===== src/rtl/uart_tx_port.sv =====
// uart_tx_port: CPU write strobe enqueues into a 2**FIFO_AW FIFO drained by an 8N1 serialiser on tx (8E1 when UART_TX_PARITY_EN).
// Write at edge N into an idle block -> start bit after edge N+1; writes while full are dropped and raise sticky ovf.
module uart_tx_port #(
    parameter int WIDTH   = 8,
    parameter int CLK_DIV = 434,
    parameter int FIFO_AW = 2
) (
    input  logic             clk,
    input  logic             reset,
    input  logic             we,
    input  logic [WIDTH-1:0] wd,
    input  logic             ovf_clr,
    output logic             full,
    output logic             empty,
    output logic             busy,
    output logic             ovf,
    output logic             tx
);

    localparam int DEPTH = 1 << FIFO_AW;
    localparam int BCW   = $clog2(CLK_DIV);
    localparam int BIW   = (WIDTH > 1) ? $clog2(WIDTH) : 1;

    localparam logic [BCW-1:0]     BC_RELOAD = BCW'(CLK_DIV - 1);
    localparam logic [BIW-1:0]     BI_LAST   = BIW'(WIDTH - 1);
    localparam logic [FIFO_AW:0]   CNT_FULL  = (FIFO_AW + 1)'(DEPTH);

`ifdef UART_TX_PARITY_EN
    typedef enum logic [2:0] {S_IDLE, S_START, S_DATA, S_PARITY, S_STOP} state_t;
`else
    typedef enum logic [2:0] {S_IDLE, S_START, S_DATA, S_STOP} state_t;
`endif

    logic [WIDTH-1:0]   mem_q [DEPTH];
    logic [FIFO_AW-1:0] wr_ptr_q, wr_ptr_d;
    logic [FIFO_AW-1:0] rd_ptr_q, rd_ptr_d;
    logic [FIFO_AW:0]   count_q, count_d;
    logic               ovf_q, ovf_d;
    state_t             state_q, state_d;
    logic [BCW-1:0]     bc_q, bc_d;
    logic [BIW-1:0]     bi_q, bi_d;
    logic [WIDTH-1:0]   sh_q, sh_d;
    logic               tx_q, tx_d;
`ifdef UART_TX_PARITY_EN
    logic               par_q, par_d;
`endif
    logic               push;
    logic               pop;

    assign full  = (count_q == CNT_FULL);
    assign empty = (count_q == '0);
    assign busy  = (state_q != S_IDLE) || !empty;
    assign ovf   = ovf_q;
    assign tx    = tx_q;

    // full is the pre-edge view, so a pop on the same edge never rescues a write
    assign push = we && !full;

    always_comb begin
        state_d = state_q;
        bc_d    = bc_q;
        bi_d    = bi_q;
        sh_d    = sh_q;
        pop     = 1'b0;
`ifdef UART_TX_PARITY_EN
        par_d   = par_q;
`endif
        case (state_q)
            S_IDLE: begin
                if (!empty) begin
                    pop     = 1'b1;
                    sh_d    = mem_q[rd_ptr_q];
`ifdef UART_TX_PARITY_EN
                    par_d   = ^mem_q[rd_ptr_q];
`endif
                    bc_d    = BC_RELOAD;
                    state_d = S_START;
                end
            end
            S_START: begin
                if (bc_q == '0) begin
                    bc_d    = BC_RELOAD;
                    bi_d    = '0;
                    state_d = S_DATA;
                end else begin
                    bc_d = bc_q - 1'b1;
                end
            end
            S_DATA: begin
                if (bc_q == '0) begin
                    sh_d = sh_q >> 1;
                    bc_d = BC_RELOAD;
                    if (bi_q == BI_LAST) begin
`ifdef UART_TX_PARITY_EN
                        state_d = S_PARITY;
`else
                        state_d = S_STOP;
`endif
                    end else begin
                        bi_d = bi_q + 1'b1;
                    end
                end else begin
                    bc_d = bc_q - 1'b1;
                end
            end
`ifdef UART_TX_PARITY_EN
            S_PARITY: begin
                if (bc_q == '0) begin
                    bc_d    = BC_RELOAD;
                    state_d = S_STOP;
                end else begin
                    bc_d = bc_q - 1'b1;
                end
            end
`endif
            S_STOP: begin
                // Returning to IDLE costs one extra high cycle before the next pop
                if (bc_q == '0) begin
                    state_d = S_IDLE;
                end else begin
                    bc_d = bc_q - 1'b1;
                end
            end
            default: begin
                state_d = S_IDLE;
            end
        endcase

        // tx is registered, so it is derived from where the FSM is heading
        case (state_d)
            S_START:  tx_d = 1'b0;
            S_DATA:   tx_d = sh_d[0];
`ifdef UART_TX_PARITY_EN
            S_PARITY: tx_d = par_d;
`endif
            default:  tx_d = 1'b1;
        endcase
    end

    always_comb begin
        wr_ptr_d = push ? wr_ptr_q + 1'b1 : wr_ptr_q;
        rd_ptr_d = pop  ? rd_ptr_q + 1'b1 : rd_ptr_q;
        case ({push, pop})
            2'b10:   count_d = count_q + 1'b1;
            2'b01:   count_d = count_q - 1'b1;
            default: count_d = count_q;
        endcase
        // a fresh overflow on the same edge as a clear keeps the flag set
        ovf_d = (ovf_q && !ovf_clr) || (we && full);
    end

    always_ff @(posedge clk) begin
        if (push) begin
            mem_q[wr_ptr_q] <= wd;
        end
    end

    always_ff @(posedge clk or posedge reset) begin
        if (reset) begin
            wr_ptr_q <= '0;
            rd_ptr_q <= '0;
            count_q  <= '0;
            ovf_q    <= 1'b0;
            state_q  <= S_IDLE;
            bc_q     <= '0;
            bi_q     <= '0;
            sh_q     <= '0;
            tx_q     <= 1'b1;
`ifdef UART_TX_PARITY_EN
            par_q    <= 1'b0;
`endif
        end else begin
            wr_ptr_q <= wr_ptr_d;
            rd_ptr_q <= rd_ptr_d;
            count_q  <= count_d;
            ovf_q    <= ovf_d;
            state_q  <= state_d;
            bc_q     <= bc_d;
            bi_q     <= bi_d;
            sh_q     <= sh_d;
            tx_q     <= tx_d;
`ifdef UART_TX_PARITY_EN
            par_q    <= par_d;
`endif
        end
    end

endmodule

===== config.mk =====
export PLATFORM = sky130hd
export DESIGN_NAME = uart_tx_port
export DESIGN_NICKNAME = d
export VERILOG_FILES = /design/src/rtl/uart_tx_port.sv
export SDC_FILE = /design/constraint.sdc
export NUM_CORES = 1
export LEC_CHECK = 0
export BUFFER_PORTS_ARGS = -buffer_cell sky130_fd_sc_hd__buf_2
export CAP_MARGIN = 10
export CORE_ASPECT_RATIO = 1.4
export CORE_MARGIN = 2
export CORE_UTILIZATION = 65
export CTS_CLUSTER_SIZE = 12
export DETAILED_ROUTE_END_ITERATION = 10
export PLACE_DENSITY = 0.85
export SLEW_MARGIN = 20
export SYNTH_ARGS = -nofsm -noshare
export SYNTH_HDL_FRONTEND = slang
export SYNTH_SLANG_ARGS = --single-unit

===== constraint.sdc =====
create_clock -name clk -period 5.51 [get_ports clk]
set_input_delay 0.2755 -clock clk [delete_from_list [all_inputs] [get_ports clk]]
set_output_delay 0.2755 -clock clk [all_outputs]
set_load 0.02 [all_outputs]

# --- Word level (Yosys, flattened, before mapping) ---
# Memories as Yosys holds them, arrays and structs flattened.
# Index checks and enable logic that the tools add are counted.
word_totals:
  out_inout_bits: 5
  wordCells: 74
  register_bits: 32
  ram_bits: 32
  n_memories: 1
  input_bits: 12
classes:
  reduce_logical: 20
  addsub: 6
  muxes: 23
  eq_ne: 14
mem_list:
  columns: ["name", "depth", "width", "rd", "rd_clocked_by_memory_dff", "wr", "line_no", "rtl"]
  rows:
  - ["mem_q", 4, 8, 1, 0, 1, "34", "logic [WIDTH-1:0] mem_q [DEPTH];"]
op_table:
  columns: ["operator", "n"]
  rows:
  - ["two-way mux 9 bit", 3]
  - ["case mux 9 bit (3 select lines)", 1]
  - ["two-way mux 3 bit", 8]
  - ["two-way mux 8 bit", 2]
  - ["case mux 8 bit (2 select lines)", 1]
  - ["case mux 3 bit (2 select lines)", 2]
  - ["case mux 3 bit (4 select lines)", 1]
  - ["inequality test 2 bit (second input constant)", 5]
  - ["equality test 3 x 2 -> 1 bit (second input constant)", 3]
  - ["zero test 9 bit", 1]
  - ["subtractor 9 x 1 -> 9 bit (second input constant)", 1]
  - ["adder 3 x 1 -> 3 bit (second input constant)", 2]
  - ["equality test 3 x 1 -> 1 bit (second input constant)", 2]
  - ["equality test 3 bit (second input constant)", 2]
  - ["zero test 3 bit", 2]
  - ["AND reduction 3 bit", 2]
  - ["nonzero test 2 bit", 3]
  - ["nonzero test 3 bit", 2]
  - ["adder 2 x 1 -> 2 bit (second input constant)", 2]
  - ["two-way mux 1 bit", 4]
  - ["AND reduction 4 bit", 1]
  - ["logical AND 1 bit", 3]
  - ["zero test 1 bit", 3]
  - ["subtractor 3 x 1 -> 3 bit (second input constant)", 1]
  - ["5 further kinds", 6]

# --- Longest topological paths before layout ---
# Gate-level depths: netlist of the first run.
logic_depth:
  ltp_word: 6
  depth_mapped: 10
  ltp_nobuf: 10

# --- Least setup slack after synthesis of the first run ---
# OpenSTA, ideal clock, no wires.
synth_timing:
  path_kind: "reg2reg"
  start: "register state_q[0]"
  end: "register count_q[2]"
  t_required_ns: 5.431
  period_less_slack_ns: 2.184
  setup_ns: 0.079
  setup_slack_ns: 3.326
  path_buffers: 1
  arrival_ns: 2.105
  stages_incl_launch_ff: 11
  path_cell_list: "dfrtp_1 > clkbuf_1 > nor3_1 > nand2_1 > clkinv_1 > ha_1 > inv_1 > fa_1 > xor2_1 > nor2_1 > xor2_1"
synth_between:
  elab_chain_len: 4
  elab_cells_between_ends: 6
  classes_between: "2 x eq/ne; 2 x mux; 2 x reduce/logical"
synth_rtl:
  columns: ["item", "line_no", "rtl"]
  rows:
  - ["from (decl)", "39", "state_t state_q, state_d;"]
  - ["from (signal assigned)", "177", "state_q <= state_d;"]
  - ["zero test 3 bit *", "68", "case (state_q)"]
  - ["two-way mux 1 bit *", "68", null]
  - ["named net pop", "48", "logic pop;"]
  - ["equality test 2 x 1 -> 1 bit / equality test 2 bit (equally long branches)", "143", "case ({push, pop})"]
  - ["case mux 3 bit (2 select lines) / nonzero test 2 bit (equally long branches)", null, null]
  - ["to (signal assigned)", "175", "count_q <= count_d;"]
  - ["to (decl)", "37", "logic [FIFO_AW:0] count_q, count_d;"]
# Mark *: on every way through the listed nets, which the timed path passes. The rest lies on a longest branch.
# A chain may end at the register's enable or synchronous reset.

# --- Final worst setup path of the first run ---
layout_timing:
  start: "register count_q[2]"
  end: "register count_q[2]"
layout_between:
  elab_chain_len: 5
  elab_cells_between_ends: 12
  classes_between: "2 x add/sub; 3 x eq/ne; 3 x mux; 4 x reduce/logical"
layout_rtl:
  columns: ["item", "line_no", "rtl"]
  rows:
  - ["zero test 3 bit *", "51", "assign empty = (count_q == '0);"]
  - ["two-way mux 1 bit *", "70", "if (!empty) begin"]
  - ["two-way mux 1 bit *", "68", null]
  - ["named net pop", "48", null]
  - ["equality test 2 x 1 -> 1 bit / equality test 2 bit (equally long branches)", "143", null]
  - ["case mux 3 bit (2 select lines) / nonzero test 2 bit (equally long branches)", null, null]
# Marks and branches as above.

==> run summary, run 1 <==
run status: finished clean
Vias per Instance: 6.106
WL/cell: 18.71 µm
delay-heaviest family, CP: simple AND/OR/NAND/NOR gates
Setup violations, final: 0
gr usage total: 26.37%
CTS sink count: 64
H-tree depth: 3
Least-Margin Pin Slew: 0.7472 ns
1st-iter DRT viols: 102
synthesized flop and latch total: 64
M1 GR Usage: 32.20%
fmax: 384.8 MHz
Slew Limit Fails: 0
Synth-to-Final Area Change: 12.39%
Global Route met2 Usage: 43.33%
Post-synth EDFFs: 32
critical path launch point type: flop
Initial Util: 66.50%
Rows: 29
Slew headroom: 49.73%
Pwr Density: 507.7 nW/µm²
ys flop type: edfxtp_1
CP dominant cell by count: xor2_1
DR vias: 1893
post-CTS sizing: 0
Reg2Reg Depth: 9
CP Max Fanout: 10
GR Layer Usage met3: 6.667%
placer congestion estimate: 0.9216
Max Root-Sink Buffers: 2
Non-Filler Instances: 310
Pre-antenna DRT Iters: 4
GR peak layer: met2
asr flop ratio synth: 50.00%
Leakage: 1.365 nW
Hold Path Class: input port to asynchronous set/reset pin
peak supply drop: 0.3298 mV
Reg area: 1763 µm²
share of layout cells above drive strength 1: 19.76%
Post-Syn Nets: 246
library cells used by synthesis: 52
core region area: 4463 µm²
slowest CP cell: or3_1
DIE AREA: 5130 µm²
most common cell after layout, fill and taps aside: edfxtp_1
endpoint class of the critical path: flop
max incr delay on CP: 0.51 ns
Final min period: 2.599 ns
worst reg2reg startpoint: count_q[2]$_DFFE_PP0P_
Placed Cells: 294
syn_area_per_cell: 13.25 µm²
Routed Antenna Nets: 0
diode count: 0
Seq/Total Area, Yosys: 59.40%
Mapped Cells: 224
first-pass GRT wire length: 9.632 mm
Die Height: 83.95 µm
Clock Pin Slew Worst Setup and Hold Paths: 0.07 ns
Die W: 61.11 µm
Post-Syn Area: 2968 µm²
Final TNS setup: 0 ns
post-route clock period utilization: 47.17%
commonest cells after routing, fill and taps aside: 32 x edfxtp_1, 31 x dfrtp_1, 16 x buf_2
R2R setup slack: 2.91 ns
maxcap violations: 0
total gr overflow: 0
Multi-input gate area: 1115 µm²
cts bufs inserted: 9
vias in the first global route: 2022
cells along the critical path: or3_1 -> nand2_1 -> clkinv_1 -> ha_1 -> inv_1 -> fa_1 -> xor2_1 -> nor2_1 -> xor2_1
largest net degree at the start of global routing: 33
Nets: 265
crit path kind: flop to flop
dpl hpwl: 3.921 mm
Residual DRC: 0
Routed WL: 5.801 mm
hold_buf cts: 0
Worst EP arrival: 2.82 ns
clock root buffer: clkbuf_8
# fillers: 293
data required time of the critical path: 5.73 ns
postcts setup bufs: 0
I/O pin total: 17
clock latency on the worst-skew pair: 0.34 ns
YS warnings: 0
RSZ-0062 raised after global routing: no
Layout Skew: 0.006601 ns
initial antenna violation count: 0
Worst R2R End: count_q[2]$_DFFE_PP0P_
IO Port Bufs: 16
TritonCTS clock tree: done
Fin. Hold Viols: 0
CP bufs+invs: 2
-- per-layer routing --
layer,routed length (µm),vias to the layer above
li1,-,896
met1,2262,928
met2,3197,54
met3,202,15
met4,139,0
met5,0,-
-- kinds of logic after synthesis --
logic type                 Yosys count  share of synthesized area (%)
buffers and inverters               22                          3.035
adders and majority gates           10                          4.469
muxes                               11                          7.167
xor gates and xnor gates             7                          2.066
and+or+nand+nor                     64                          12.65
DFF                                 64                          59.40
AOI/OAI and AO/OA                   45                          11.09
other                                1                         0.1264
-- worst register-to-register path: cells and delay by family (launching register included) --
kind	cells	cell delay, ns
xor gates and xnor gates	2	0.31
and+or+nand+nor	3	0.86
DFF	1	0.41
buffers and inverters	2	0.42
adders and majority gates	2	0.50
-- report_power, final --
part,switching [mW],total [mW],internal [mW]
registers,0.123,0.763,0.640
clock network,0.185,0.486,0.301
logic,0.231,0.444,0.213
total,0.540,1.69,1.15
-- cells in the mapped netlist, types with 2 or more instances --
cell type / n / area, µm²
xnor2_1: 4 / 35.03
nand3_1: 7 / 35.03
a21o_1: 7 / 52.55
edfxtp_1: 32 / 960.9
nand2_1: 10 / 37.54
and2_1: 4 / 25.02
and3_1: 3 / 18.77
inv_1: 12 / 45.04
mux4_2: 8 / 180.2
nand2b_1: 2 / 12.51
a22o_1: 9 / 78.83
o21ai_0: 8 / 40.04
or3_1: 4 / 25.02
dfrtp_1: 31 / 775.7
nor2_1: 11 / 41.29
or4_1: 4 / 30.03
xor2_1: 3 / 26.28
ha_1: 9 / 112.6
nor3_1: 4 / 20.02
a21oi_1: 5 / 25.02
o31ai_1: 3 / 22.52
nor2b_1: 3 / 18.77
o211ai_1: 3 / 22.52
mux2_2: 2 / 22.52
clkbuf_1: 7 / 26.28
nor4_1: 3 / 18.77
-- worst max-delay path by stage --
| stage | from | endpoint | slack (ns) | cells past startpoint |
|---|---|---|---|---|
| 2_1_floorplan | state_q[0]$_DFF_PP0_ | count_q[2]$_DFFE_PP0P_ | 3.33 | 10 |
| 3_3_place_gp | count_q[2]$_DFFE_PP0P_ | count_q[2]$_DFFE_PP0P_ | 3.02 | 9 |
| 3_5_place_dp | count_q[2]$_DFFE_PP0P_ | count_q[2]$_DFFE_PP0P_ | 2.97 | 9 |
| 4_1_cts | count_q[2]$_DFFE_PP0P_ | count_q[2]$_DFFE_PP0P_ | 2.92 | 9 |
| 5_1_grt | state_q[2]$_DFF_PP0_ | count_q[2]$_DFFE_PP0P_ | 2.66 | 9 |
| 6_report | count_q[2]$_DFFE_PP0P_ | count_q[2]$_DFFE_PP0P_ | 2.91 | 9 |
-- registers in the layout, summed over array words and instances, names as in the netlist --
name      count
rd_ptr_q      2
sh_q          8
state_q       3
wr_ptr_q      2
bc_q          9
ovf           1
count_q       3
bi_q          3
mem_q        32
tx            1
-- layout make-up --
type | instances | share of cell area, %
timing repair buffer | 17 | 2.626
sequential | 64 | 52.85
clock buffer | 9 | 3.713
inverter | 13 | 1.463
multi-input combinational | 138 | 33.42
tap | 62 | 2.326
clock inverter | 7 | 3.601
-- metrics by stage --
step / instance area [µm²] / hold WS [ns] / power, mW / worst slack, ns / util (%)
floorplan: 2968 / 0.3719 / 1.079 / 3.326 / -
global placement: 3092 / 0.3762 / 1.168 / 3.018 / 69.27
detailed placement: 3092 / 0.3832 / 1.201 / 2.965 / 69.27
CTS: 3336 / 0.02349 / 1.701 / 2.919 / 74.74
global route: 3336 / 0.05466 / 1.783 / 2.658 / 74.74
finish: 3336 / 0.01267 / 1.694 / 2.911 / 74.74
Note: power is estimated with default switching activity, not from simulation.
==> inputs of run 2 (changes only) <==
Settings changed: ABC_AREA from default to 1, CORE_UTILIZATION 65 to 54, PLACE_DENSITY 0.85 to 0.76.
Clock period 5.51 ns to 2.3 ns, I/O delays scaled along.
==> run 2 against run 1 <==
Effect of this change: clock power increased by 100%; critical path type unchanged; worst setup slack got worse by 2.6 ns; cell count increased by 37%; highest routed layer unchanged; worst hold slack improved by 0.010 ns.
==> run summary, run 2 <==
vias in the first global route: 2154
switching pwr: 1.425 mW
Regs by FF count: mem_q: 32 flops, bc_q: 9 flops, sh_q: 8 flops
Worst EP arrival: 2.23 ns
CTS sink count: 64
Reg2Reg Depth: 9
Max Root-Sink Buffers: 2
total gr overflow: 0
register share of total power: 43.2%
Setup violations, final: 0
first-pass GRT wire length: 9.121 mm
Post-Synth Simple-Gate Area: 20.83%
Residual DRC: 0
combinational family with the most area after synthesis: simple AND/OR/NAND/NOR gates
Nets: 374
R2R setup slack: 0.29 ns
WL/cell: 12.88 µm
1st-iter DRT viols: 59
RSZ-0062 raised after global routing: no
run status: finished clean
Compound-Gate Fraction of Synth Area: 8.042%
core region area: 5445 µm²
share of layout cells above drive strength 1: 17.93%
critical path launch point type: flop
post-route clock period utilization: 87.19%
Multi-input gate area: 1044 µm²
Worst Hold Depth: 3
postcts setup bufs: 0
commonest cells after routing, fill and taps aside: 57 x nand2_1, 40 x nor2_1, 38 x inv_1
overall power: 3.908 mW
clock root buffer: clkbuf_8
endpoint class of the critical path: flop
Clock Pin Slew Worst Setup and Hold Paths: 0.07 ns
Post-synth EDFFs: 32
diode count: 0
Routed Antenna Nets: 0
Slew Limit Fails: 0
Die W: 67.03 µm
Initial Util: 55.15%
CP Max Fanout: 3
clock latency on the worst-skew pair: 0.35 ns
initial antenna violation count: 0
Mapped Cells: 312
asr flop ratio synth: 50.00%
Fin. Hold Viols: 0
Seq/Total Area, Yosys: 58.71%
mux cell area share after synthesis: 0%
commonest cells in the netlist: 57 x nand2_1, 40 x nor2_1, 38 x inv_1
synthesized flop and latch total: 64
Pre-antenna DRT Iters: 4
YS warnings: 0
Post-Place Worst Slack: 0.3238 ns
Hold Path Class: input port to flop
DR vias: 2170
Post-Syn Area: 3003 µm²
TritonCTS clock tree: done
Synth area leaders: edfxtp_1 32%, dfrtp_1 26%, nand2_1 7.1%
Top reg by flops: mem_q
Adder-Cell Fraction of Synth Area: 4.417%
Pwr Density: 1115 nW/µm²
post-layout worst setup margin: 0.2946 ns
Largest register FFs: 32
fraction of synthesized cell area in xor and xnor cells: 1.167%
Vias per Instance: 5.106
syn_area_per_cell: 9.625 µm²
internal power: 2.482 mW
Routed WL: 5.475 mm
gr usage total: 19.97%
H-tree depth: 3
dpl hpwl: 3.833 mm
worst setup path start: count_q[0]$_DFFE_PP0P_
# fillers: 469
Synth-to-Final Area Change: 16.75%
post-CTS sizing: 0
peak supply drop: 0.8775 mV
Worst R2R End: count_q[2]$_DFFE_PP0P_
DIE AREA: 6182 µm²
crit path kind: flop to flop
ys flop type: edfxtp_1
crit path to: count_q[2]$_DFFE_PP0P_
Clk network pwr share: 24.8%
Die Height: 92.24 µm
maxcap violations: 0
IO Port Bufs: 16
Synth area leader: edfxtp_1
I/O pin total: 17
hold_buf cts: 10
fmax: 498.7 MHz
worst hold slack: 0.02301 ns
combinational share of power: 32.0%
placer congestion estimate: 0.8658
largest net degree at the start of global routing: 22
Reg area: 1763 µm²
cts bufs inserted: 9
most common cell in the netlist: nand2_1
Final min period: 2.005 ns
top-area cell type share of the netlist area: 32.00%
library cells used by synthesis: 33
data required time of the critical path: 2.52 ns
Leakage: 1.586 nW
worst reg2reg startpoint: count_q[0]$_DFFE_PP0P_
most common cell after layout, fill and taps aside: nand2_1
Net Sw Frac: 36.47%
Post-Syn Nets: 334
Layout Skew: 0.009974 ns
Final TNS setup: 0 ns
Rows: 32
run 2: cell types whose count changed after synthesis, moves of 8 or more:
cell     before  now
nand2_1      10   57
nor2_1       11   40
inv_1        12   38
nand3_1       7   28
o21ai_0       8   27
a22o_1        9    1
inv_2         0    8
mux4_2        8    0
run 2: how the worst min path moves through the flow:
| stage | from | to | slack (ns) |
|---|---|---|---|
| finish | we | ovf$_DFF_PP0_ | 0.02 |
| global route | we | ovf$_DFF_PP0_ | 0.05 |
| CTS | we | ovf$_DFF_PP0_ | 0.02 |
| detailed placement | reset | bi_q[0]$_DFFE_PP0P_ | 0.15 |
| global placement | reset | bi_q[0]$_DFFE_PP0P_ | 0.14 |
| floorplan | ovf_clr | ovf$_DFF_PP0_ | 0.21 |
run 2: per-stage QoR:
stage	util (%)	cell area [µm²]	cells
after floorplan	-	3008	312
after global routing	64.38	3506	425
after detailed placement	58.85	3204	399
final	64.38	3506	425
after global placement	58.85	3204	399
after CTS	64.38	3506	425
run 2: area by class of cell:
cell class                      count  share of cell area (%)
Clock inverter                      7                   2.213
Sequential cell                    64                   50.29
Multi-Input combinational cell    197                   29.76
Timing Repair Buffer               34                   6.852
Tap cell                           68                   2.427
Clock buffer                        9                   3.533
Inverter                           46                   4.925
run 2: routing by layer:
metal | vias up | part of all wire (%) | track usage (%)
met3 | 11 | 2.8 | 5.276
met5 | - | 0 | 0
met4 | 0 | 2.0 | 8.844
met1 | 1023 | 41 | 21.39
li1 | 1100 | - | -
met2 | 36 | 54 | 35.56
run 2: worst max-delay path: stages, from the launching register on:
cell	delay, ns
dfrtp_1	0.42
nor3_2	0.25
inv_1	0.07
nand2_1	0.11
ha_1	0.16
inv_1	0.07
fa_1	0.39
a21oi_1	0.15
o21ai_0	0.11
xor2_1	0.15
run 2: kinds of logic (layout without fill, tap and decap cells):
family                   after synthesis  count (layout)
flip-flops                            64              64
XOR/XNOR                               4               4
AO/OA/AOI/OAI                         43              43
AND/OR/NAND/NOR                      139             139
adder cells (fa/ha/maj)               10              10
other                                  1               1
buffers and inverters                 51              96
run 2: power by group through the flow:
stage	combinational [mW]	clock, mW	sequential (mW)
after floorplan	0.910	0	1.68
final	1.25	0.970	1.69
after global placement	1.19	0	1.70
after detailed placement	1.23	0	1.71
after CTS	1.26	0.988	1.69
after global routing	1.42	1.04	1.73
